**src/rtl/ama_riscv_hazard_ctrl.sv**
```systemverilog
// ---------------------------------------------------------------------------
// ama_riscv_hazard_ctrl
//
// Hazard controller for an in-order RISC-V pipeline. It chooses the forwarding
// source for each ID-stage register operand. It detects load-use hazards and
// stalls for them. It also holds the pipeline while a data-memory access is
// outstanding, and clears IF after a taken branch or jump.
//
// Ports
//   clk, rst        clock, synchronous active-high reset
//   rs_id           ID source register indices, source i at [5i+4:5i]
//   rs_used_id      source i is actually read by the ID instruction
//   rd_stg          destination index per downstream stage, stage k at
//                   [5(k-1)+4:5(k-1)], stage 1 = EX
//   reg_we_stg      stage k writes the register file
//   load_stg        stage k holds a load
//   redirect        taken branch / jump resolved in EX
//   dmem_req        MEM-stage data-memory access this cycle
//   dmem_ready      data memory completes this cycle
//   fwd_sel         per-source select, 0 = register file, k = stage k
//   stall_*         hold the corresponding stage register
//   clear_*         insert a bubble into the corresponding stage
//   pc_we           PC write enable
//   state           RUN=0, LU_STALL=1, MEM_WAIT=2, FLUSH=3
//   stall_cycles    saturating count of cycles with pc_we=0 since reset
// ---------------------------------------------------------------------------
module ama_riscv_hazard_ctrl #(
    parameter int  NUM_SRC    = 2,
    parameter int  FWD_STAGES = 2,
    parameter int  LOAD_LAT   = 1,
    parameter int  FLUSH_CYC  = 1,
    localparam int SELW       = $clog2(FWD_STAGES + 1)
) (
    input  logic                      clk,
    input  logic                      rst,
    input  logic [5*NUM_SRC-1:0]      rs_id,
    input  logic [NUM_SRC-1:0]        rs_used_id,
    input  logic [5*FWD_STAGES-1:0]   rd_stg,
    input  logic [FWD_STAGES-1:0]     reg_we_stg,
    input  logic [FWD_STAGES-1:0]     load_stg,
    input  logic                      redirect,
    input  logic                      dmem_req,
    input  logic                      dmem_ready,
    output logic [SELW*NUM_SRC-1:0]   fwd_sel,
    output logic                      stall_if,
    output logic                      stall_id,
    output logic                      stall_ex,
    output logic                      stall_mem,
    output logic                      clear_if,
    output logic                      clear_id,
    output logic                      clear_ex,
    output logic                      pc_we,
    output logic [1:0]                state,
    output logic [15:0]               stall_cycles
);

    typedef enum logic [1:0] {
        RUN      = 2'd0,
        LU_STALL = 2'd1,
        MEM_WAIT = 2'd2,
        FLUSH    = 2'd3
    } state_t;

    state_t                    state_q;
    logic [2:0]                cnt;
    logic [SELW*NUM_SRC-1:0]   fwd_sel_raw;
    logic                      lu_hazard;
    logic [2:0]                lu_len;
    logic                      mem_block;

    assign mem_block = dmem_req && !dmem_ready;
    assign state     = state_q;

    // Forwarding and load-use detection. The stages are scanned from oldest
    // to youngest, so the youngest matching stage wins because it holds the
    // newest value. Only that winning stage decides whether the operand is
    // still an in-flight load. The stall length is the worst case over all
    // sources.
    always_comb begin
        int   best_k;
        logic best_ld;
        fwd_sel_raw = '0;
        lu_hazard   = 1'b0;
        lu_len      = 3'd0;
        best_k      = 0;
        best_ld     = 1'b0;
        for (int i = 0; i < NUM_SRC; i++) begin
            best_k  = 0;
            best_ld = 1'b0;
            for (int k = FWD_STAGES - 1; k >= 0; k--) begin
                if (rs_used_id[i] && reg_we_stg[k] &&
                    (rd_stg[5*k +: 5] != 5'd0) &&
                    (rd_stg[5*k +: 5] == rs_id[5*i +: 5])) begin
                    best_k  = k + 1;
                    best_ld = load_stg[k];
                end
            end
            fwd_sel_raw[SELW*i +: SELW] = SELW'(best_k);
            if ((best_k != 0) && best_ld && (best_k <= LOAD_LAT)) begin
                lu_hazard = 1'b1;
                if (3'(LOAD_LAT - best_k + 1) > lu_len) begin
                    lu_len = 3'(LOAD_LAT - best_k + 1);
                end
            end
        end
    end

    // Control FSM. The RUN cycle that detects a load-use hazard is already
    // the first stall cycle. LU_STALL therefore covers only the cycles that
    // remain, and a one-cycle stall never leaves RUN. The redirect cycle
    // itself clears IF, so FLUSH lasts FLUSH_CYC-1 further cycles. A
    // redirect seen while in LU_STALL is dropped, because EX holds a bubble.
    always_ff @(posedge clk) begin
        if (rst) begin
            state_q <= RUN;
            cnt     <= 3'd0;
        end else begin
            case (state_q)
                RUN: begin
                    if (mem_block) begin
                        state_q <= MEM_WAIT;
                    end else if (redirect) begin
                        if (FLUSH_CYC > 1) begin
                            state_q <= FLUSH;
                            cnt     <= 3'(FLUSH_CYC - 1);
                        end
                    end else if (lu_hazard && (lu_len > 3'd1)) begin
                        state_q <= LU_STALL;
                        cnt     <= lu_len - 3'd1;
                    end
                end
                LU_STALL: begin
                    if (mem_block) begin
                        state_q <= MEM_WAIT;
                        cnt     <= 3'd0;
                    end else if (cnt <= 3'd1) begin
                        state_q <= RUN;
                        cnt     <= 3'd0;
                    end else begin
                        cnt <= cnt - 3'd1;
                    end
                end
                MEM_WAIT: begin
                    if (dmem_ready) begin
                        state_q <= RUN;
                    end
                end
                FLUSH: begin
                    if (mem_block) begin
                        state_q <= MEM_WAIT;
                        cnt     <= 3'd0;
                    end else if (cnt <= 3'd1) begin
                        state_q <= RUN;
                        cnt     <= 3'd0;
                    end else begin
                        cnt <= cnt - 3'd1;
                    end
                end
                default: begin
                    state_q <= RUN;
                    cnt     <= 3'd0;
                end
            endcase
        end
    end

    // Output decode. These outputs are combinational so that a hazard or a
    // redirect acts in the cycle it is seen. While reset is held, every
    // stage is cleared and the PC is frozen.
    always_comb begin
        fwd_sel   = fwd_sel_raw;
        stall_if  = 1'b0;
        stall_id  = 1'b0;
        stall_ex  = 1'b0;
        stall_mem = 1'b0;
        clear_if  = 1'b0;
        clear_id  = 1'b0;
        clear_ex  = 1'b0;
        pc_we     = 1'b1;
        if (rst) begin
            fwd_sel  = '0;
            clear_if = 1'b1;
            clear_id = 1'b1;
            clear_ex = 1'b1;
            pc_we    = 1'b0;
        end else begin
            case (state_q)
                RUN: begin
                    if (redirect) begin
                        clear_if = 1'b1;
                        clear_id = 1'b1;
                    end else if (!mem_block && lu_hazard) begin
                        stall_if = 1'b1;
                        stall_id = 1'b1;
                        clear_ex = 1'b1;
                        pc_we    = 1'b0;
                    end
                end
                LU_STALL: begin
                    stall_if = 1'b1;
                    stall_id = 1'b1;
                    clear_ex = 1'b1;
                    pc_we    = 1'b0;
                end
                MEM_WAIT: begin
                    stall_if  = 1'b1;
                    stall_id  = 1'b1;
                    stall_ex  = 1'b1;
                    stall_mem = 1'b1;
                    pc_we     = 1'b0;
                end
                FLUSH: begin
                    clear_if = 1'b1;
                end
                default: begin
                    pc_we = 1'b1;
                end
            endcase
        end
    end

    // Stall statistics. The counter counts every cycle in which the PC is
    // frozen outside reset, and it holds at all-ones instead of wrapping.
    always_ff @(posedge clk) begin
        if (rst) begin
            stall_cycles <= 16'd0;
        end else if (!pc_we && (stall_cycles != 16'hFFFF)) begin
            stall_cycles <= stall_cycles + 16'd1;
        end
    end

endmodule
```
**config.mk**
```make
export PLATFORM = sky130hd
export DESIGN_NAME = ama_riscv_hazard_ctrl
export DESIGN_NICKNAME = d
export VERILOG_FILES = /design/src/rtl/ama_riscv_hazard_ctrl.sv
export SDC_FILE = /design/constraint.sdc
export NUM_CORES = 1
export LEC_CHECK = 0
export ABC_AREA = 1
export ABC_CLOCK_PERIOD_IN_PS = 2650
export BUFFER_PORTS_ARGS = -buffer_cell sky130_fd_sc_hd__buf_2
export CAP_MARGIN = 20
export CORE_MARGIN = 2
export CORE_UTILIZATION = 38
export DETAILED_ROUTE_END_ITERATION = 16
export SLEW_MARGIN = 30
export SYNTH_ARGS = -nofsm -noshare
export SYNTH_HDL_FRONTEND = slang
export SYNTH_SLANG_ARGS = --single-unit
```
**constraint.sdc**
```tcl
create_clock -name clk -period 2.65 [get_ports clk]
set_clock_uncertainty 0.05 [all_clocks]
set_input_delay 0.53 -clock clk [delete_from_list [all_inputs] [get_ports clk]]
set_output_delay 0.53 -clock clk [all_outputs]
set_load 0.05 [all_outputs]
```
==> flow_metrics.py, run 1 <==
metrics = {
    "sta": {
        "layout_setup_ws_ps": 86.63,
        "achievable-frequency_ghz": 0.3901,
        "rsz0062_at_grt": "true",
        "finalSetupTns_ps": 0,
        "setup_viol_count_final": 0,
        "tightestPinTransition_ps": 624.2,
        "post_route_fraction_of_the_period_consumed_by_the_critical_path_pct": 96.73,
        "slew-limit-headroom_pct": 58.00,
        "period_needed_ps": 2563,
        "hold_viol_final": 0,
        "timing_max_transition_violations_final": 0,
    },
    "clock_network": {
        "h_tree_lvls": 1,
        "clkTransAtPathRegs_ps": 70,
        "cts_buffers": 3,
        "cts.sinks": 21,
        "tritoncts": "built",
        "cts.path.max_buffers": 2,
        "ctsHoldBuffers": 0,
        "clk-insertion-delay-late_ps": 260,
        "cts_root_buf": "clkbuf_8",
    },
    "logic_synthesis": {
        "synth_top_area_cell": "dfxtp_1",
        "post-synth-top-count-cell": "nand2_1",
        "number_of_cells_produced_by_synthesis": 332,
        "synth.area.top_cells": "dfxtp_1 21%, nand2_1 15%, nand3_1 8.6%, inv_1 7.9%, ha_1 7.4%",
        "yosysWarningCount": 0,
        "synth_area_mm2": 0.002037,
        "share_of_flip_flops_with_an_asynchronous_set_or_reset_after_synthesis_pct": 0,
        "synth-edff-count": 0,
        "synthFlopType": "dfxtp_1",
        "synth_top_area_share_pct": 20.64,
        "synth.distinct_cells": 33,
        "synth_commonest_cells": "83 x nand2_1, 43 x inv_1, 35 x nand3_1, 35 x nor2_1, 21 x dfxtp_1",
        "ys_seq_elements": 21,
        "avgSynthCellArea_um2": 6.135,
        "seq_area_frac_synth_pct": 20.64,
    },
    "route": {
        "detail_route.iter0.violations": 74,
        "drt_drc_violations_left": 0,
        "routed_via_density": 4.805,
        "wl_per_cell_um": 11.43,
        "drtPass1Iterations": 4,
        "vias": 2297,
        "total_routed_length_um": 5464,
        "drtAntennaViolNets": 0,
    },
    "die": {
        "coreArea_mm2": 0.005140,
        "die_h_um": 77.22,
        "die_w_um": 77.22,
        "top_level_ports": 61,
        "die_area_mm2": 0.005962,
        "initial_core_utilization_pct": 39.63,
        "rows": 26,
    },
    "power": {
        "static-leakage-power_nw": 1.301,
        "power.density_cell_area_mw_per_mm2": 475.4,
        "irDropWorstVdd_uv": 280.1,
    },
    "worst_setup_path": {
        "critical-path-max-stage-delay_ps": 240,
        "cp_max_fo": 3,
        "worst-endpoint-arrival_ps": 1980,
        "category_of_the_worst_setup_path_launch_point": "input pin",
        "crit_buf_inv": 5,
        "worst_setup_end_kind": "output pin",
        "critical_path_class": "input pin to output pin",
        "required_ps": 2070,
        "cp_cell_sequence": "buf_6 -> inv_2 -> buf_4 -> a21oi_2 -> nand2_1 -> nor2_4 -> nand2_2 -> buf_4 -> nand2_2 -> a31oi_2 -> nor3_4 -> buf_6",
        "worst_path_dominant_cell_family": "simple AND/OR/NAND/NOR gates",
        "crit_path_top_delay_cell": "nor3_4",
    },
    "grt": {
        "grt_overflow_total": 0,
        "pin_count_of_the_biggest_net_entering_global_routing": 19,
        "grt_antenna_before_repair": 0,
        "wire_length_of_the_first_global_routing_pass_um": 9011,
        "via_count_of_the_first_global_routing_pass": 2040,
        "grt_use_total_pct": 17.98,
    },
    "cells_and_area": {
        "n_fill_cell": 560,
        "layout.cell_area.non_filler_mm2": 0.002735,
        "flow.area_growth_from_synthesis_pct": 34.28,
        "drive_above_1_share_pct": 31.86,
        "insertedDiodeCount": 0,
        "final_net_count": 452,
        "sequential_cell_area_um2": 420.4,
        "multi_input_area_mm2": 0.001506,
    },
    "flow_run": {
        "drv.max_cap_violation_count": 0,
    },
    "min_path": {
        "worst_hold_path_type": "flip-flop to flip-flop",
    },
    "placed_design": {
        "buffer_ports.inserted": 59,
        "gp_routability_congestion": 0.8467,
        "dp.final_hpwl_um": 4250,
        "detailed_place.area_mm2": 0.002509,
        "placement.setup.worst_slack_ps": -262.4,
    },
    "status": {
        "status": "complete, no violations",
    },
}
[cells in the final DEF, fill, tap and decap left out, types with 8 or more instances in the layout]
master	count
buf_4	18
xor2_1	13
buf_2	52
a21oi_1	16
inv_2	8
nand3_1	32
dfxtp_1	21
nor2_1	31
nand2_2	8
a21oi_2	9
inv_1	38
ha_1	12
nand2_1	76
[final cells by class]
cell class,instances,share of cell area (%)
Sequential cell,21,15.37
Tap cell,70,3.202
Clock buffer,3,1.510
Clock inverter,1,0.1830
Timing Repair Buffer,77,17.66
Multi-Input combinational cell,257,55.08
Inverter,49,6.999
[final timing paths]
check                          startpoint                             to  slack, ps  cells past startpoint
min                   cnt[1]$_SDFFE_PP0P_            cnt[1]$_SDFFE_PP0P_        420                      2
min reg2reg           cnt[1]$_SDFFE_PP0P_            cnt[1]$_SDFFE_PP0P_        420                      2
max reg2reg  stall_cycles[0]$_SDFFE_PP0P_  stall_cycles[10]$_SDFFE_PP0P_        530                      9
max                              rs_id[8]                       stall_if         90                     12
[worst min-delay path, stage by stage (launching register included)]
cell,delay [ps]
dfxtp_1,330
nor2_1,50
nor2_1,60
[layer usage]
layer	up-vias	global-route usage, %	routed length (um)
met5	-	0	0
met4	0	4.107	59
met3	6	2.235	140
met2	46	29.30	2499
met1	1027	25.21	2763
li1	1218	-	-
[metrics by stage]
stage          utilization, %  cells  hold WS, ps  total power [mW]
2_1_floorplan               -    335        405.0            0.8705
3_3_place_gp            48.81    472        420.8             1.007
3_5_place_dp            48.81    472        421.7             1.010
4_1_cts                 49.71    476        437.8             1.228
5_1_grt                 53.21    478        474.8             1.391
6_report                53.21    478        420.3             1.300
[flip-flops by register name, summed over array words and instances (netlist names)]
| signal | count |
|---|---|
| cnt | 3 |
| stall_cycles | 16 |
| state | 2 |
[cell families after synthesis]
family | Yosys count | share of synthesized area (%)
adder cells (fa/ha/maj) | 12 | 7.371
buffers and inverters | 57 | 11.67
AND/OR/NAND/NOR | 183 | 41.03
AO/OA/AOI/OAI | 39 | 11.18
XOR/XNOR | 18 | 7.739
flip-flops | 21 | 20.64
other | 2 | 0.3687
[power by group]
group	switching [mW]	leakage, nW	total (mW)	internal, mW
sequential	0.0303	0.170	0.371	0.341
combinational	0.474	1.11	0.714	0.240
clock	0.110	0.0255	0.215	0.105
[what timing repair did]
item,4_1_cts,5_1_grt
setup buffers,0,2
gates resized for setup,0,52
endpoints found under the setup margin,2,9
pin swaps,0,22
Note: power is estimated with default switching activity, not from simulation.
==> run 2: changes to the inputs <==
Settings changed: ABC_CLOCK_PERIOD_IN_PS 2650 to 2700, CORE_UTILIZATION 38 to 40.
Clock period 2.65 ns to 2.7 ns, I/O delays scaled along.
==> flow_metrics.py, run 2 (same netlist as run 1, synthesis figures left out) <==
metrics = {
    "worst_setup_path": {
        "worst-endpoint-arrival_ps": 2000,
        "category_of_the_worst_setup_path_launch_point": "input pin",
        "worst_path_dominant_cell_family": "simple AND/OR/NAND/NOR gates",
        "required_ps": 2110,
        "crit_buf_inv": 5,
        "critical_path_class": "input pin to output pin",
        "r2r-end": "stall_cycles[12]$_SDFFE_PP0P_",
        "critical_path.most_common_cell": "buf_4",
        "worst_setup_end_kind": "output pin",
        "worst-r2r-cell-count": 9,
        "timing.rr.start": "stall_cycles[0]$_SDFFE_PP0P_",
        "cp_cell_sequence": "buf_4 -> inv_4 -> buf_4 -> a21oi_2 -> nand2_1 -> nor2_4 -> nand2_1 -> buf_4 -> nand2_2 -> a31oi_2 -> nor3_4 -> buf_6",
        "ff2ff_setup_slack_ps": 520,
        "crit_path_top_delay_cell": "nor3_4",
        "critical-path-max-stage-delay_ps": 240,
        "cp_max_fo": 3,
    },
    "power": {
        "combinationalPowerShare_pct": 54.9,
        "cellInternalPower_mw": 0.6708,
        "power.switching_mw": 0.5938,
        "irDropWorstVdd_uv": 286.3,
        "power.density_cell_area_mw_per_mm2": 466.0,
        "fin_total_pwr_mw": 1.265,
        "p_clk_share_pct": 16.3,
        "switching_share_pct": 46.96,
        "static-leakage-power_nw": 1.310,
        "seqPwrFrac_pct": 28.7,
    },
    "cells_and_area": {
        "regMostFlops": "stall_cycles",
        "flow.area_growth_from_synthesis_pct": 33.23,
        "n_fill_cell": 482,
        "final_cell_mix": "78 x nand2_1, 53 x buf_2, 38 x inv_1, 34 x nand3_1, 33 x nor2_1",
        "largest_reg_flops": 16,
        "finalNonFillerCells": 479,
        "final_util_pct": 56.34,
        "final_net_count": 456,
        "insertedDiodeCount": 0,
        "layout.cell_area.non_filler_mm2": 0.002714,
        "mostFrequentLayoutCell": "nand2_1",
        "drive_above_1_share_pct": 31.31,
    },
    "sta": {
        "achievable-frequency_ghz": 0.3861,
        "timing_max_transition_violations_final": 0,
        "hold_viol_final": 0,
        "slew-limit-headroom_pct": 56.84,
        "post_route_fraction_of_the_period_consumed_by_the_critical_path_pct": 95.93,
        "period_needed_ps": 2590,
        "setup_viol_count_final": 0,
        "rsz0062_at_grt": "true",
        "tightestPinTransition_ps": 641.4,
    },
    "clock_network": {
        "h_tree_lvls": 1,
        "post_cts_buffers": 0,
        "cts.path.max_buffers": 2,
        "clk-insertion-delay-late_ps": 260,
        "clkTransAtPathRegs_ps": 80,
        "cts_buffers": 3,
        "cts.sinks": 21,
        "cts_root_buf": "clkbuf_8",
        "tritoncts": "built",
    },
    "grt": {
        "pin_count_of_the_biggest_net_entering_global_routing": 19,
        "via_count_of_the_first_global_routing_pass": 2005,
        "grt_use_total_pct": 19.27,
        "grt_overflow_total": 0,
        "grt_antenna_before_repair": 0,
        "wire_length_of_the_first_global_routing_pass_um": 8838,
    },
    "min_path": {
        "min_delay_path_depth": 2,
        "worst_hold_path.endpoint": "cnt[1]$_SDFFE_PP0P_",
        "hold_path_startpoint": "cnt[1]$_SDFFE_PP0P_",
        "worst_hold_path_type": "flip-flop to flip-flop",
    },
    "route": {
        "wl_per_cell_um": 11.11,
        "vias": 2313,
        "drtPass1Iterations": 5,
        "drt_drc_violations_left": 0,
        "total_routed_length_um": 5320,
        "routed_via_density": 4.829,
        "drtAntennaViolNets": 0,
        "detail_route.iter0.violations": 123,
    },
    "status": {
        "status": "complete, no violations",
    },
    "placed_design": {
        "detailed_place.area_mm2": 0.002550,
        "gp_routability_congestion": 0.8788,
        "buffer_ports.inserted": 59,
        "dp.final_hpwl_um": 4276,
        "place_inst": 475,
    },
    "die": {
        "die_area_mm2": 0.005679,
        "initial_core_utilization_pct": 42.29,
        "die_w_um": 75.36,
        "top_level_ports": 61,
        "die_h_um": 75.36,
        "rows": 25,
        "coreArea_mm2": 0.004817,
    },
    "flow_run": {
        "drv.max_cap_violation_count": 0,
    },
}
## run 2: what timing repair did
| item | in CTS | in global routing |
|---|---|---|
| endpoints found under the hold margin | 0 | 0 |
| endpoints found under the setup margin | 0 | 9 |
| gates resized for setup | 0 | 40 |
| hold buffers | 0 | 0 |
## run 2: layout make-up
| cell class | instances | area (um^2) | area share (%) |
|---|---|---|---|
| Timing Repair Buffer | 81 | 498.0 | 18.35 |
| Tap cell | 67 | 83.83 | 3.089 |
| Inverter | 49 | 191.4 | 7.054 |
| Clock buffer | 3 | 41.29 | 1.521 |
| Clock inverter | 1 | 5.005 | 0.1844 |
| Multi-Input combinational cell | 257 | 1474 | 54.31 |
| Sequential cell | 21 | 420.4 | 15.49 |
## run 2: worst max-delay path by stage
stage                               start  cells after the start                  end  slack [ps]
global placement                 rs_id[7]                     19  cnt[2]$_SDFFE_PP0P_        -260
global route                    rd_stg[5]                     21  cnt[1]$_SDFFE_PP0P_        -130
detailed placement               rs_id[7]                     19  cnt[1]$_SDFFE_PP0P_        -260
floorplan           state[0]$_SDFFE_PP0P_                      7             stall_if         -50
finish                           rs_id[8]                     12             stall_if         110
CTS                              rs_id[7]                     20  cnt[1]$_SDFFE_PP0P_         0.2
## run 2: tightest hold or removal path: cells and delay by family, from the launching register on
| family | cells | cell delay (ps) |
|---|---|---|
| flops | 1 | 340 |
| simple gates | 2 | 130 |
## run 2: metal layers
layer / GRT usage [%] / up-vias / wire length [um] / part of all wire (%)
met5: 0 / - / 0 / 0
met4: 1.754 / 0 / 27 / 0.51
met3: 2.910 / 2 / 259 / 4.9
met2: 30.24 / 56 / 2344 / 44
met1: 28.99 / 1035 / 2689 / 51
li1: - / 1220 / - / -
## run 2: power groups by stage
| stage | Sequential, mW | Clock [mW] | Combinational, mW |
|---|---|---|---|
| 6_report | 0.363 | 0.207 | 0.695 |
| 5_1_grt | 0.367 | 0.224 | 0.758 |
| 4_1_cts | 0.363 | 0.212 | 0.640 |
| 3_5_place_dp | 0.369 | 0 | 0.635 |
| 3_3_place_gp | 0.368 | 0 | 0.634 |
| 2_1_floorplan | 0.422 | 0 | 0.433 |
## run 2: stage by stage
| stage | worst slack, ps | hold slack (ps) | setup TNS (ps) |
|---|---|---|---|
| 6_report | 109.8 | 449.6 | 0 |
| 5_1_grt | -127.1 | 481.9 | -393.6 |
| 4_1_cts | 0.1721 | 453.9 | 0 |
| 3_5_place_dp | -264.8 | 440.6 | -991.4 |
| 3_3_place_gp | -263.1 | 420.3 | -1063 |
| 2_1_floorplan | -52.79 | 405.0 | -52.79 |
==> run 3: changes to the inputs <==
--- a/constraint.sdc
+++ b/constraint.sdc
@@ -3,3 +3,3 @@
 set_input_delay 0.54 -clock clk [delete_from_list [all_inputs] [get_ports clk]]
 set_output_delay 0.54 -clock clk [all_outputs]
-set_load 0.05 [all_outputs]
+set_load 0.1 [all_outputs]
==> flow_metrics.py, run 3 (same netlist as run 1, synthesis figures left out) <==
metrics = {
    "sta": {
        "timing_max_transition_violations_final": 0,
        "setup_viol_count_final": 0,
        "layout_setup_ws_ps": 82.11,
        "tightestPinTransition_ps": 579.9,
        "hold_viol_final": 0,
        "achievable-frequency_ghz": 0.3820,
        "period_needed_ps": 2618,
        "finalHoldWorstSlack_ps": 438.2,
        "post_route_fraction_of_the_period_consumed_by_the_critical_path_pct": 96.96,
        "slew-limit-headroom_pct": 60.98,
    },
    "grt": {
        "via_count_of_the_first_global_routing_pass": 2050,
        "grt_overflow_total": 0,
        "wire_length_of_the_first_global_routing_pass_um": 8901,
        "grt_use_total_pct": 19.62,
        "grt_antenna_before_repair": 0,
        "pin_count_of_the_biggest_net_entering_global_routing": 19,
    },
    "placed_design": {
        "buffer_ports.inserted": 59,
        "detailed_place.area_mm2": 0.002764,
        "gp_routability_congestion": 0.8417,
        "placement.setup.worst_slack_ps": -277.2,
        "dp.final_hpwl_um": 4365,
    },
    "power": {
        "power.density_cell_area_mw_per_mm2": 540.2,
        "fin_total_pwr_mw": 1.603,
        "irDropWorstVdd_uv": 517.0,
        "static-leakage-power_nw": 1.358,
    },
    "cells_and_area": {
        "final_net_count": 456,
        "largest_reg_flops": 16,
        "drive_above_1_share_pct": 37.14,
        "final_cell_mix": "69 x nand2_1, 47 x buf_2, 34 x inv_1, 32 x nand3_1, 29 x nor2_1",
        "insertedDiodeCount": 0,
        "layout.cell_area.non_filler_mm2": 0.002967,
        "mostFrequentLayoutCell": "nand2_1",
        "n_fill_cell": 505,
        "regMostFlops": "stall_cycles",
        "flow.area_growth_from_synthesis_pct": 45.64,
    },
    "route": {
        "drtPass1Iterations": 6,
        "drtAntennaViolNets": 0,
        "wl_per_cell_um": 11.60,
        "routed_via_density": 4.898,
        "drt_drc_violations_left": 0,
        "detail_route.iter0.violations": 120,
        "vias": 2346,
        "total_routed_length_um": 5558,
    },
    "worst_setup_path": {
        "required_ps": 2110,
        "cp_max_fo": 3,
        "worst-endpoint-arrival_ps": 2030,
        "critical_path_class": "input pin to output pin",
        "timing.rr.start": "stall_cycles[0]$_SDFFE_PP0P_",
        "ff2ff_setup_slack_ps": 630,
        "worst_setup_path_startpoint": "rs_id[7]",
        "category_of_the_worst_setup_path_launch_point": "input pin",
        "crit_path_end": "stall_if",
        "r2r-end": "stall_cycles[6]$_SDFFE_PP0P_",
        "worst-r2r-cell-count": 9,
        "worst_setup_end_kind": "output pin",
    },
    "clock_network": {
        "cts_buffers": 3,
        "h_tree_lvls": 1,
        "cts_root_buf": "clkbuf_8",
        "clk-insertion-delay-late_ps": 270,
        "cts.path.max_buffers": 2,
        "cts.sinks": 21,
        "clkTransAtPathRegs_ps": 90,
        "tritoncts": "built",
    },
    "status": {
        "status": "complete, no violations",
    },
    "die": {
        "top_level_ports": 61,
        "die_w_um": 75.36,
        "die_h_um": 75.36,
        "die_area_mm2": 0.005679,
        "rows": 25,
        "initial_core_utilization_pct": 42.29,
        "coreArea_mm2": 0.004817,
    },
    "flow_run": {
        "drv.max_cap_violation_count": 0,
    },
    "min_path": {
        "worst_hold_path_type": "flip-flop to flip-flop",
    },
}
[run 3: worst min-delay path by stage]
stage | from | end | cells past startpoint
4_1_cts | cnt[1]$_SDFFE_PP0P_ | cnt[1]$_SDFFE_PP0P_ | 2
5_1_grt | stall_cycles[9]$_SDFFE_PP0P_ | stall_cycles[9]$_SDFFE_PP0P_ | 2
3_3_place_gp | cnt[1]$_SDFFE_PP0P_ | cnt[1]$_SDFFE_PP0P_ | 2
6_report | cnt[1]$_SDFFE_PP0P_ | cnt[1]$_SDFFE_PP0P_ | 2
3_5_place_dp | cnt[1]$_SDFFE_PP0P_ | cnt[1]$_SDFFE_PP0P_ | 2
2_1_floorplan | cnt[1]$_SDFFE_PP0P_ | cnt[1]$_SDFFE_PP0P_ | 2
[run 3: worst max-delay path: stages]
cell and delay, ps:
buf_2 110, buf_4 130, inv_1 40, nand2_1 40, nand2_1 70, nand2_2 60, nor2_4 130, nand2_2 90
buf_6 120, nand2_4 70, a31oi_4 100, nor3_4 300, buf_12 220
[run 3: layout make-up]
type                    count  area [um^2]  share of cell area, %
flip-flops and latches     21        430.4                  14.51
clock inverters             1        7.507                 0.2531
repair buffers             81        623.1                  21.00
multi-input cells         257         1574                  53.06
clock buffers               3        41.29                  1.392
inverters                  49        206.4                  6.959
well taps                  67        83.83                  2.826
[run 3: where the power goes]
part           internal (mW)  switching [mW]  leakage (nW)
registers              0.342          0.0308         0.172
logic                  0.323           0.687          1.16
clock network          0.104           0.116        0.0217
[run 3: metal layers]
| metal | track usage [%] | wire (um) | vias to the layer above |
|---|---|---|---|
| li1 | - | - | 1226 |
| met1 | 28.68 | 2736 | 1048 |
| met2 | 30.72 | 2486 | 68 |
| met3 | 3.175 | 305 | 4 |
| met4 | 3.704 | 30 | 0 |
| met5 | 0 | 0 | - |
[run 3: timing repair]
item                       CTS  global route
setup buffers                0             5
gates cloned                 0             0
pin swaps                    1            20
setup endpoints to repair    4             7
hold buffers                 0             0
gates resized for setup      1            37
[run 3: metrics by stage]
| step | setup TNS, ps | instances | utilization (%) |
|---|---|---|---|
| floorplan | -394.5 | 335 | - |
| finish | 0 | 479 | 61.58 |
| detailed placement | -1203 | 471 | 57.38 |
| global route | -248.1 | 479 | 61.58 |
| CTS | 0 | 475 | 58.52 |
| global placement | -830.2 | 471 | 57.38 |
